File: config.mk
export PLATFORM = sky130hd
export DESIGN_NAME = fm_discriminator
export DESIGN_NICKNAME = d
export VERILOG_FILES = /design/src/rtl/fm_demod_pkg.sv /design/src/rtl/fm_deemph.sv /design/src/rtl/fm_discriminator.sv
export SDC_FILE = /design/constraint.sdc
export NUM_CORES = 1
export LEC_CHECK = 0
export ABC_AREA = 1
export BUFFER_PORTS_ARGS = -buffer_cell sky130_fd_sc_hd__buf_4
export CAP_MARGIN = 20
export CORE_MARGIN = 4
export CORE_UTILIZATION = 40
export CTS_CLUSTER_SIZE = 30
export DETAILED_ROUTE_END_ITERATION = 8
export PLACE_DENSITY = 0.63
export SYNTH_ARGS = -nofsm -noshare
export SYNTH_HDL_FRONTEND = slang
export SYNTH_HIERARCHICAL = 1
export SYNTH_SLANG_ARGS = --single-unit
File: constraint.sdc
create_clock -name s00_axis_aclk -period 2.1 [get_ports s00_axis_aclk]
set_input_delay 0 -clock s00_axis_aclk [delete_from_list [all_inputs] [get_ports s00_axis_aclk]]
set_output_delay 0 -clock s00_axis_aclk [all_outputs]
set_load 0.01 [all_outputs]
File: src/rtl/fm_demod_pkg.sv
// Shared constants and helpers for the FM discriminator: output field offsets,
// channel-index width helper and the signed saturation function.
package fm_demod_pkg;

    localparam int ANGLE_LSB    = 16;
    localparam int CH_LSB       = 16;
    localparam int FREQ_LSB     = 0;
    localparam int FREQ_FIELD_W = 16;
    localparam int CH_FIELD_W   = 8;

    // A single channel still needs a 1-bit index so the history arrays stay addressable.
    function automatic int ch_width(input int num_ch);
        return (num_ch > 1) ? $clog2(num_ch) : 1;
    endfunction

    function automatic logic signed [31:0] sat(input logic signed [31:0] v, input int w);
        logic signed [31:0] hi;
        logic signed [31:0] lo;
        hi = (32'sd1 <<< (w - 1)) - 32'sd1;
        lo = -(32'sd1 <<< (w - 1));
        if (v > hi) return hi;
        if (v < lo) return lo;
        return v;
    endfunction

endpackage

File: src/rtl/fm_deemph.sv
// Per-channel single-pole de-emphasis IIR: y += (x - y) >>> DEEMPH_SHIFT.
// Only instantiated when FM_DEEMPH_EN is defined; the update is combinational.
module fm_deemph
    import fm_demod_pkg::*;
#(
    parameter int NUM_CH       = 1,
    parameter int CH_W         = 1,
    parameter int OUT_W        = 16,
    parameter int DEEMPH_SHIFT = 4
) (
    input  logic                    clk,
    input  logic                    rst_n,
    input  logic                    we,
    input  logic [CH_W-1:0]         ch,
    input  logic                    prime,
    input  logic signed [OUT_W-1:0] x,
    output logic signed [OUT_W-1:0] y
);

    localparam int EXT_W = OUT_W + 1;

    logic signed [OUT_W-1:0] y_mem [NUM_CH];
    logic signed [EXT_W-1:0] y_cur;
    logic signed [EXT_W-1:0] step;
    logic signed [EXT_W-1:0] sum;

    // One extra bit keeps x - y exact before the coefficient shift.
    always_comb begin
        y_cur = EXT_W'(y_mem[ch]);
        step  = (EXT_W'(x) - y_cur) >>> DEEMPH_SHIFT;
        sum   = y_cur + step;
        y     = prime ? '0 : OUT_W'(sat(32'(sum), OUT_W));
    end

    always_ff @(posedge clk or negedge rst_n) begin
        if (!rst_n) begin
            for (int i = 0; i < NUM_CH; i++) y_mem[i] <= '0;
        end else if (we) begin
            y_mem[ch] <= y;
        end
    end

endmodule

File: src/rtl/fm_discriminator.sv
// Phase-difference FM discriminator for interleaved AXI-Stream angle samples.
// Define FM_DEEMPH_EN to add the per-channel de-emphasis filter (fm_deemph).
module fm_discriminator
    import fm_demod_pkg::*;
#(
    parameter int C_S00_AXIS_TDATA_WIDTH = 32,
    parameter int C_M00_AXIS_TDATA_WIDTH = 32,
    parameter int ANGLE_W                = 16,
    parameter int OUT_W                  = 16,
    parameter int NUM_CH                 = 1,
    parameter int GAIN_SHIFT             = 1,
    parameter int DEEMPH_SHIFT           = 4
) (
    input  logic                                s00_axis_aclk,
    input  logic                                s00_axis_aresetn,
    input  logic                                s00_axis_tvalid,
    output logic                                s00_axis_tready,
    input  logic                                s00_axis_tlast,
    input  logic [C_S00_AXIS_TDATA_WIDTH-1:0]   s00_axis_tdata,
    input  logic [C_S00_AXIS_TDATA_WIDTH/8-1:0] s00_axis_tstrb,
    input  logic                                m00_axis_tready,
    output logic                                m00_axis_tvalid,
    output logic                                m00_axis_tlast,
    output logic [C_M00_AXIS_TDATA_WIDTH-1:0]   m00_axis_tdata,
    output logic [C_M00_AXIS_TDATA_WIDTH/8-1:0] m00_axis_tstrb,
    output logic                                sync_err
);

    localparam int CH_W    = ch_width(NUM_CH);
    localparam int MSTRB_W = C_M00_AXIS_TDATA_WIDTH / 8;

    logic [ANGLE_W-1:0]               prev_angle [NUM_CH];
    logic [NUM_CH-1:0]                primed;
    logic [CH_W-1:0]                  ch;
    logic                             accept;
    logic                             last_ch;
    logic [ANGLE_W-1:0]               angle;
    logic signed [ANGLE_W-1:0]        diff;
    logic signed [ANGLE_W-1:0]        diff_sh;
    logic signed [OUT_W-1:0]          freq_sat;
    logic signed [OUT_W-1:0]          freq_out;
    logic [C_M00_AXIS_TDATA_WIDTH-1:0] out_word;
    logic                             unused_mag;

    assign unused_mag      = ^s00_axis_tdata[ANGLE_LSB-1:0];
    assign s00_axis_tready = m00_axis_tready || !m00_axis_tvalid;
    assign accept          = s00_axis_tvalid && s00_axis_tready;
    assign last_ch         = (ch == CH_W'(NUM_CH - 1));
    assign angle           = s00_axis_tdata[C_S00_AXIS_TDATA_WIDTH-1 -: ANGLE_W];

    // Modulo-2^ANGLE_W subtraction read as signed gives the shortest-path phase step.
    always_comb begin
        diff     = angle - prev_angle[ch];
        diff_sh  = diff >>> GAIN_SHIFT;
        freq_sat = OUT_W'(sat(32'(diff_sh), OUT_W));
    end

`ifdef FM_DEEMPH_EN
    fm_deemph #(
        .NUM_CH       (NUM_CH),
        .CH_W         (CH_W),
        .OUT_W        (OUT_W),
        .DEEMPH_SHIFT (DEEMPH_SHIFT)
    ) u_deemph (
        .clk   (s00_axis_aclk),
        .rst_n (s00_axis_aresetn),
        .we    (accept),
        .ch    (ch),
        .prime (!primed[ch]),
        .x     (freq_sat),
        .y     (freq_out)
    );
`else
    localparam int UNUSED_DEEMPH_SHIFT = DEEMPH_SHIFT;
    assign freq_out = primed[ch] ? freq_sat : '0;
`endif

    always_comb begin
        out_word                            = '0;
        out_word[FREQ_LSB +: FREQ_FIELD_W]  = FREQ_FIELD_W'(freq_out);
        out_word[CH_LSB +: CH_FIELD_W]      = CH_FIELD_W'(ch);
    end

    // NOTE: the history is a register array that must clear on reset so every channel re-primes;
    // a loop in the reset branch is fine here because it is flops, not a RAM macro.
    always_ff @(posedge s00_axis_aclk or negedge s00_axis_aresetn) begin
        if (!s00_axis_aresetn) begin
            for (int i = 0; i < NUM_CH; i++) prev_angle[i] <= '0;
            primed <= '0;
            ch     <= '0;
        end else if (accept) begin
            // NOTE: state updates use non-blocking assignments so every read above sees pre-edge values.
            prev_angle[ch] <= angle;
            primed[ch]     <= 1'b1;
            ch             <= (s00_axis_tlast || last_ch) ? '0 : ch + CH_W'(1);
        end
    end

    // Single output register; a new accept can reload it in the same cycle it is consumed.
    always_ff @(posedge s00_axis_aclk or negedge s00_axis_aresetn) begin
        if (!s00_axis_aresetn) begin
            m00_axis_tvalid <= 1'b0;
            m00_axis_tlast  <= 1'b0;
            m00_axis_tdata  <= '0;
            m00_axis_tstrb  <= '0;
            sync_err        <= 1'b0;
        end else begin
            sync_err <= accept && s00_axis_tlast && !last_ch;
            if (accept) begin
                m00_axis_tvalid <= 1'b1;
                m00_axis_tlast  <= s00_axis_tlast;
                m00_axis_tdata  <= out_word;
                m00_axis_tstrb  <= MSTRB_W'(s00_axis_tstrb);
            end else if (m00_axis_tready) begin
                m00_axis_tvalid <= 1'b0;
            end
        end
    end

endmodule
==> results of run 1 <==
[final cells by class]
| class | count | area [um2] |
|---|---|---|
| Inverter | 61 | 229 |
| Clock inverter | 2 | 35.0 |
| Tap cell | 75 | 93.8 |
| Multi-Input combinational cell | 250 | 1220 |
| Clock buffer | 5 | 68.8 |
| Timing Repair Buffer | 71 | 586 |
| Fill cell | 614 | 2800 |
| Sequential cell | 41 | 1030 |
[placed cells by master (no fill, tap or decap), types with 2 or more instances in the layout]
master / instances
o21ai_1: 9
inv_1: 56
nand4_1: 2
dlygate4sd3_1: 21
inv_2: 4
nand2_2: 7
buf_4: 50
ha_1: 14
nand2_1: 134
nor2_1: 13
nor3_1: 3
dfrtp_1: 41
nand3_1: 18
nand2_4: 2
clkbuf_8: 5
a21oi_1: 13
conb_1: 15
o21ai_0: 13
[worst min-delay path by stage]
stage / from / to / slack (ns) / cells after the start
detailed placement: s00_axis_aresetn / prev_angle[0] / 0.02 / 1
CTS: m00_axis_tready / m00_axis_tvalid / 0.008 / 4
finish: m00_axis_tready / m00_axis_tvalid / 0.01 / 4
global placement: s00_axis_aresetn / prev_angle[0] / 0.02 / 1
global route: m00_axis_tready / m00_axis_tvalid / 0.02 / 4
floorplan: s00_axis_aresetn / ch / -0.30 / 0
[timing repair]
item,CTS,global route
resized for setup,0,0
endpoints found under the hold margin,62,0
hold buffers,21,0
[per-layer routing]
layer / routed length, um / vias to the layer above / global-route usage [%]
met3: 347 / 6 / 3.20
li1: - / 1202 / -
met5: 0 / - / 0
met1: 2670 / 1028 / 20.8
met2: 2500 / 52 / 27.2
met4: 51 / 0 / 3.57
[per-stage QoR]
step           hold slack [ns]  worst slack, ns  total power, uW
4_1_cts                0.00808            0.378             2700
3_3_place_gp            0.0183            0.419             2020
2_1_floorplan           -0.296            0.555             1690
6_report                0.0139            0.385             2660
5_1_grt                 0.0168            0.235             2910
3_5_place_dp            0.0197            0.392             2040
[report_power, final]
group          internal, uW  switching [uW]  total (uW)  leakage, uW
Sequential              941            78.7        1020     0.000501
Clock                   346             266         611    0.0000540
Combinational           440             591        1030      0.00131
Total                  1730             935        2660      0.00187
[cell usage after synthesis (all sizes together)]
cell / count / area, um2
a21oi: 13 / 65.1
buf: 21 / 145
clkinv: 1 / 3.75
conb: 1 / 3.75
dfrtp: 41 / 1030
fa: 1 / 20.0
ha: 14 / 175
inv: 60 / 225
nand2: 143 / 569
nand3: 18 / 90.1
nand3b: 1 / 7.51
nand4: 2 / 12.5
nor2: 15 / 75.1
nor3: 3 / 15.0
o21ai: 22 / 110
or2: 1 / 6.26
xnor2: 1 / 8.76
xor2: 1 / 8.76
[cells by family (layout without fill, tap and decap cells)]
| logic type | after synthesis | in the layout | synth area share, % |
|---|---|---|---|
| fa+ha+maj | 15 | 15 | 7.60 |
| buf+inv | 82 | 139 | 14.6 |
| xor+xnor | 2 | 2 | 0.682 |
| other cells | 1 | 15 | 0.146 |
| compound gates | 35 | 35 | 6.82 |
| simple gates | 183 | 183 | 30.2 |
| flops | 41 | 41 | 40.0 |
[critical path, stage by stage (launching register included)]
cell and delay [ns]:
dfrtp_1 0.41, nand2_4 0.09, inv_1 0.05, fa_1 0.39, inv_1 0.09, nand3_1 0.06, nand3_1 0.14, nand3_1 0.11
nand3_1 0.08, nand2_1 0.05, nand3_1 0.08, nand2_1 0.05
[sequential cells by signal, indices dropped and copies added (netlist names)]
| signal | flops |
|---|---|
| m00_axis_tlast | 1 |
| m00_axis_tstrb | 4 |
| m00_axis_tvalid | 1 |
| sync_err | 1 |
| prev_angle | 16 |
| m00_axis_tdata | 16 |
| ch | 1 |
| primed | 1 |
==> reports/qor.json, run 1 <==
{
  "yosys": {
    "yosys_warnings": 6,
    "sequential_share_of_the_synthesized_area_pct": 40.0,
    "postSynthRegisterBits": 41,
    "netlist-cell-type-count": 25,
    "synth.avg_cell_area_um2": 7.15,
    "postSynthCellCount": 359,
    "synth_area_um2": 2570
  },
  "placement": {
    "numPlacedInstances": 477,
    "place.detailed.hpwl_um": 4180,
    "routability_driven_placement_congestion_ratio": 0.861,
    "area_after_dpl_um2": 2940,
    "numPortBuffers": 49
  },
  "floorplanning": {
    "floorplan.die_area_um2": 7760,
    "die_width_um": 88.1,
    "die_h_um": 88.1,
    "fp.coreArea_um2": 6060,
    "pin_count": 81,
    "initial_utilization_pct": 42.4,
    "placementRows": 28
  },
  "route": {
    "drtIter0Drc": 64,
    "wirelength_um": 5570,
    "routed-via-count": 2288,
    "vias_per_cell": 4.53,
    "route.detailed.drc": 0,
    "ant_nets": 0,
    "firstDrtPassIters": 4,
    "routedWlPerCell_um": 11.0
  },
  "clocking": {
    "tritoncts": "yes",
    "cts_inserted_buffers": 5,
    "clkTransAtPathRegs_ns": 0.07,
    "cts.root.buffer_cell": "clkbuf_8",
    "cts_buffer_depth": 2,
    "sink_count": 41,
    "clk_latency_ns": 0.29,
    "post_cts.repair.setup_buffers": 0,
    "htree_levels": 2
  },
  "min_path": {
    "type_of_the_worst_min_delay_path": "in2reg"
  },
  "power_and_ir_drop": {
    "powerDensity_nw_per_um2": 817,
    "power.ir.vdd_worst_v": 0.000378,
    "pleak_uw": 0.00187
  },
  "global_routing": {
    "grt_antenna_before_repair": 0,
    "grt_first_pass_wirelength_um": 9870,
    "globalRouteOverflowTotal": 0,
    "gr-usage-all-layers_pct": 15.9,
    "grt_max_degree": 42,
    "number_of_global_route_vias_before_repair": 2256
  },
  "setup_path": {
    "critPathRequiredTime_ns": 2.28,
    "timing.critical_path.to": "m00_axis_tdata[11]",
    "crit_path_end_kind": "flip-flop",
    "timing.rr.end": "m00_axis_tdata[11]",
    "worst_r2r_path_depth": 11,
    "slack_of_the_worst_reg_to_reg_path_ns": 0.38,
    "rr_startpoint": "prev_angle[0]",
    "critPathArrivalTime_ns": 1.90,
    "crit_start": "prev_angle[0]",
    "cp_max_fo": 4,
    "worstSetupStartpointType": "flip-flop",
    "crit_type": "reg2reg"
  },
  "cells_and_area": {
    "design.final.nets": 486,
    "synthToLayoutAreaGrowth_pct": 26.9,
    "layout-drive-gt1-share_pct": 16.7,
    "antenna_cells_inserted": 0,
    "final_design_area_no_fill_um2": 3260,
    "finish.utilization_pct": 53.8,
    "finalNonFillerCells": 505
  },
  "sta": {
    "skew_ns": 0.00401,
    "post-route-period-util_pct": 81.7,
    "tns_ns": 0,
    "unrepaired_setup_endpoints_after_global_routing": "no",
    "worst-slew-pin-transition_ns": 0.523,
    "number_of_pins_exceeding_their_max_slew_limit_in_the_final_report": 0,
    "final_period_minus_worst_setup_slack_ns": 1.72,
    "final-setup-viol-count": 0,
    "max-slew-margin-rel_pct": 65.1,
    "final-hold-violation-count": 0,
    "clock.fmax_mhz": 583
  },
  "run": {
    "maxCapViolCount": 0
  },
  "run_status": {
    "status": "finished clean"
  }
}
Note: power is estimated with default switching activity, not from simulation.
==> run 2: changes to the inputs <==
--- a/config.mk
+++ b/config.mk
@@ -12,7 +12,7 @@
 export CORE_UTILIZATION = 40
 export CTS_CLUSTER_SIZE = 30
 export DETAILED_ROUTE_END_ITERATION = 8
-export PLACE_DENSITY = 0.63
+export PLACE_DENSITY = 0.66
 export SYNTH_ARGS = -nofsm -noshare
 export SYNTH_HDL_FRONTEND = slang
 export SYNTH_HIERARCHICAL = 1
==> constraint.sdc (replaced) <==
create_clock -name s00_axis_aclk -period 1.46 [get_ports s00_axis_aclk]
set_input_delay 0 -clock s00_axis_aclk [delete_from_list [all_inputs] [get_ports s00_axis_aclk]]
set_output_delay 0 -clock s00_axis_aclk [all_outputs]
set_load 0.01 [all_outputs]
==> run 2 against run 1 <==
  * The run now ends with negative setup slack left
  * Global-route usage grew 2.0 points
  * Combinational power rose by 94%
  * Clock power rose by 24%
  * Count of clock-buffer cells in the layout rose by 2
  * Largest cell class unchanged
==> reports/qor.json, run 2 (synthesized netlist as in run 1, its figures left out) <==
{
  "sta": {
    "final_period_minus_worst_setup_slack": {"value": 1.56, "unit": "ns", "change": "-0.155 ns"},
    "skew": {"value": 0.00889, "unit": "ns", "change": "+0.00488 ns"},
    "max-slew-margin-rel": {"value": 65.0, "unit": "%", "change": "-0.074 points"},
    "worst-slew-pin-transition": {"value": 0.524, "unit": "ns", "change": "+0.00112 ns"},
    "finalWorstSetupSlack": {"value": -0.100, "unit": "ns", "change": "-0.485 ns"},
    "clock.fmax": {"value": 641, "unit": "MHz", "change": "+9.9%"},
    "unrepaired_setup_endpoints_after_global_routing": "yes",
    "number_of_pins_exceeding_their_max_slew_limit_in_the_final_report": {"value": 0, "change": "unchanged"},
    "post-route-period-util": {"value": 107, "unit": "%", "change": "+25 points"},
    "final-hold-violation-count": {"value": 0, "change": "unchanged"},
    "final-setup-viol-count": {"value": 11, "change": "+11"}
  },
  "setup_path": {
    "critical_path.slowest_cell": "dfrtp_1",
    "crit_buf_inv": {"value": 2, "change": "unchanged"},
    "worstSetupStartpointType": "flip-flop",
    "critPathRequiredTime": {"value": 1.64, "unit": "ns", "change": "-0.64 ns"},
    "rr_startpoint": "prev_angle[0]",
    "slack_of_the_worst_reg_to_reg_path": {"value": -0.10, "unit": "ns", "change": "-0.48 ns"},
    "cp_max_fo": {"value": 4, "change": "unchanged"},
    "cpPeakStageDelay": {"value": 0.41, "unit": "ns", "change": "about the same"},
    "critPathMostFrequentCell": "nand2_1",
    "cpLargestDelayFamily": "simple AND/OR/NAND/NOR gates",
    "cells_along_the_critical_path": "nand2_4 > inv_2 > fa_2 > inv_2 > nand3_1 > nand3_2 > nand2_1 > nand3_2 > nand2_1 > nand2_1 > o21ai_1",
    "worst_r2r_path_depth": {"value": 11, "change": "unchanged"},
    "critPathArrivalTime": {"value": 1.74, "unit": "ns", "change": "-0.16 ns"},
    "timing.rr.end": "m00_axis_tdata[7]",
    "crit_path_end_kind": "flip-flop",
    "crit_type": "reg2reg"
  },
  "power_and_ir_drop": {
    "power.ir.vdd_worst": {"value": 0.000738, "unit": "V", "change": "+95%"},
    "internal_power": {"value": 2670, "unit": "uW", "change": "+55%"},
    "powerDensity": {"value": 1120, "unit": "nW/um2", "change": "+37%"},
    "comb_power_share": {"value": 47.3, "unit": "%", "change": "+8.6 points"},
    "power.sequential.fraction": {"value": 34.8, "unit": "%", "change": "-3.5 points"},
    "power.net_switching": {"value": 1560, "unit": "uW", "change": "+67%"},
    "power_switching_share": {"value": 36.9, "unit": "%", "change": "+1.7 points"},
    "power.clock.fraction": {"value": 17.9, "unit": "%", "change": "-5.1 points"},
    "pleak": {"value": 0.00207, "unit": "uW", "change": "+11%"}
  },
  "floorplanning": {
    "fp.coreArea": {"value": 6060, "unit": "um2", "change": "unchanged"},
    "die_width": {"value": 88.1, "unit": "um", "change": "unchanged"},
    "pin_count": {"value": 81, "change": "unchanged"},
    "initial_utilization": {"value": 42.4, "unit": "%", "change": "unchanged"},
    "die_h": {"value": 88.1, "unit": "um", "change": "unchanged"},
    "floorplan.die_area": {"value": 7760, "unit": "um2", "change": "unchanged"},
    "placementRows": {"value": 28, "change": "unchanged"}
  },
  "run": {
    "maxCapViolCount": {"value": 0, "change": "unchanged"}
  },
  "route": {
    "ant_nets": {"value": 0, "change": "unchanged"},
    "routed-via-count": {"value": 2454, "change": "+7.3%"},
    "firstDrtPassIters": {"value": 5, "change": "+1"},
    "route.detailed.drc": {"value": 0, "change": "unchanged"},
    "vias_per_cell": {"value": 4.59, "change": "+1.2%"},
    "drtIter0Drc": {"value": 77, "change": "+20%"},
    "routedWlPerCell": {"value": 12.1, "unit": "um", "change": "+10%"},
    "wirelength": {"value": 6490, "unit": "um", "change": "+17%"}
  },
  "clocking": {
    "cts.root.buffer_cell": "clkbuf_8",
    "cts_inserted_buffers": {"value": 5, "change": "unchanged"},
    "sink_count": {"value": 41, "change": "unchanged"},
    "htree_levels": {"value": 2, "change": "unchanged"},
    "clkTransAtPathRegs": {"value": 0.08, "unit": "ns", "change": "about the same"},
    "cts_buffer_depth": {"value": 2, "change": "unchanged"},
    "clk_latency": {"value": 0.29, "unit": "ns", "change": "about the same"},
    "tritoncts": "yes"
  },
  "cells_and_area": {
    "most_common_cell_after_layout_fill_and_taps_aside": "nand2_1",
    "reg_top3": "m00_axis_tdata x16, prev_angle x16, m00_axis_tstrb x4",
    "mostFrequentLayoutCells": "nand2_1, buf_4, inv_1",
    "synthToLayoutAreaGrowth_pct": 47.5,
    "finalNonFillerCells": {"value": 535, "change": "+5.9%"},
    "nFillCells": {"value": 517, "change": "-16%"},
    "finish.utilization": {"value": 62.5, "unit": "%", "change": "+8.7 points"},
    "antenna_cells_inserted": {"value": 0, "change": "unchanged"},
    "design.final.nets": {"value": 516, "change": "+6.2%"},
    "layout-drive-gt1-share": {"value": 34.1, "unit": "%", "change": "+17 points"}
  },
  "placement": {
    "routability_driven_placement_congestion_ratio": {"value": 0.885, "change": "+2.7%"},
    "place.detailed.hpwl": {"value": 4430, "unit": "um", "change": "+6.1%"},
    "numPortBuffers": {"value": 49, "change": "unchanged"},
    "detailedPlace.worstSlack": {"value": -0.109, "unit": "ns", "change": "-0.502 ns"},
    "numPlacedInstances": {"value": 505, "change": "+5.9%"}
  },
  "min_path": {
    "endpoint_worst_hold": "m00_axis_tstrb[3]",
    "worst_hold_path_depth": {"value": 4, "change": "unchanged"},
    "type_of_the_worst_min_delay_path": "in2reg",
    "holdCritStartpoint": "s00_axis_tvalid"
  },
  "global_routing": {
    "grt_first_pass_wirelength": {"value": 10900, "unit": "um", "change": "+11%"},
    "grt_antenna_before_repair": {"value": 0, "change": "unchanged"},
    "gr-usage-all-layers": {"value": 17.9, "unit": "%", "change": "+2.0 points"},
    "globalRouteOverflowTotal": {"value": 0, "change": "unchanged"},
    "grt_max_degree": {"value": 42, "change": "unchanged"},
    "number_of_global_route_vias_before_repair": {"value": 2422, "change": "+7.4%"}
  },
  "run_status": {
    "status": "complete, but fails checks",
    "failed_checks": "negative setup slack"
  }
}
-- run 2: stage by stage --
| step | hold slack [ns] | cell area [um2] | TNS (ns) | power, uW |
|---|---|---|---|---|
| final | 0.0436 | 3790 | -0.582 | 4240 |
| after detailed placement | 0.0250 | 3170 | -0.641 | 3140 |
| after floorplan | -0.296 | 2630 | -0.00170 | 2440 |
| after global routing | 0.0762 | 3790 | -1.94 | 4590 |
| after global placement | 0.0153 | 3170 | -0.400 | 3110 |
| after CTS | 0.0420 | 3680 | -0.495 | 4140 |
-- run 2: tightest hold or removal path: cells and delay by family --
family                 cells  cell delay, ns
AND/OR/NAND/NOR            3            0.20
buffers and inverters      1            0.09
-- run 2: power by group through the flow --
stage          Combinational, uW  Clock (uW)  Sequential (uW)
2_1_floorplan                891           0             1550
3_3_place_gp                1620           0             1490
3_5_place_dp                1650           0             1490
4_1_cts                     1880         794             1470
5_1_grt                     2250         841             1500
6_report                    2000         758             1480
-- run 2: worst max path at each step --
stage / to / slack, ns / depth (start not counted) / from
global route: m00_axis_tdata[12] / -0.20 / 11 / prev_angle[6]
CTS: m00_axis_tdata[13] / -0.08 / 11 / prev_angle[0]
global placement: m00_axis_tdata[13] / -0.06 / 11 / prev_angle[0]
detailed placement: m00_axis_tdata[13] / -0.11 / 11 / prev_angle[0]
floorplan: m00_axis_tdata[11] / -0.002 / 11 / prev_angle[0]
finish: m00_axis_tdata[7] / -0.10 / 11 / prev_angle[0]
-- run 2: final cells by class --
| type | count | area [um2] | area share, % |
|---|---|---|---|
| inverters | 61 | 230 | 6.08 |
| multi-input cells | 250 | 1520 | 40.2 |
| well taps | 75 | 93.8 | 2.48 |
| clock buffers | 7 | 86.3 | 2.28 |
| repair buffers | 101 | 830 | 21.9 |
| flip-flops and latches | 41 | 1030 | 27.1 |
-- run 2: timing repair --
item | in CTS | in global routing
endpoints found under the hold margin | 63 | 0
setup buffers | 1 | 0
setup endpoints to repair | 13 | 14
gates resized for setup | 37 | 31
pin swaps | 5 | 9
hold buffers | 22 | 0
-- run 2: routing by layer --
| metal | up-vias | wire, um | GRT usage, % |
|---|---|---|---|
| met4 | 0 | 62 | 4.26 |
| met2 | 57 | 3180 | 30.5 |
| li1 | 1276 | - | - |
| met5 | - | 0 | 0 |
| met3 | 7 | 330 | 3.48 |
| met1 | 1114 | 2920 | 23.4 |
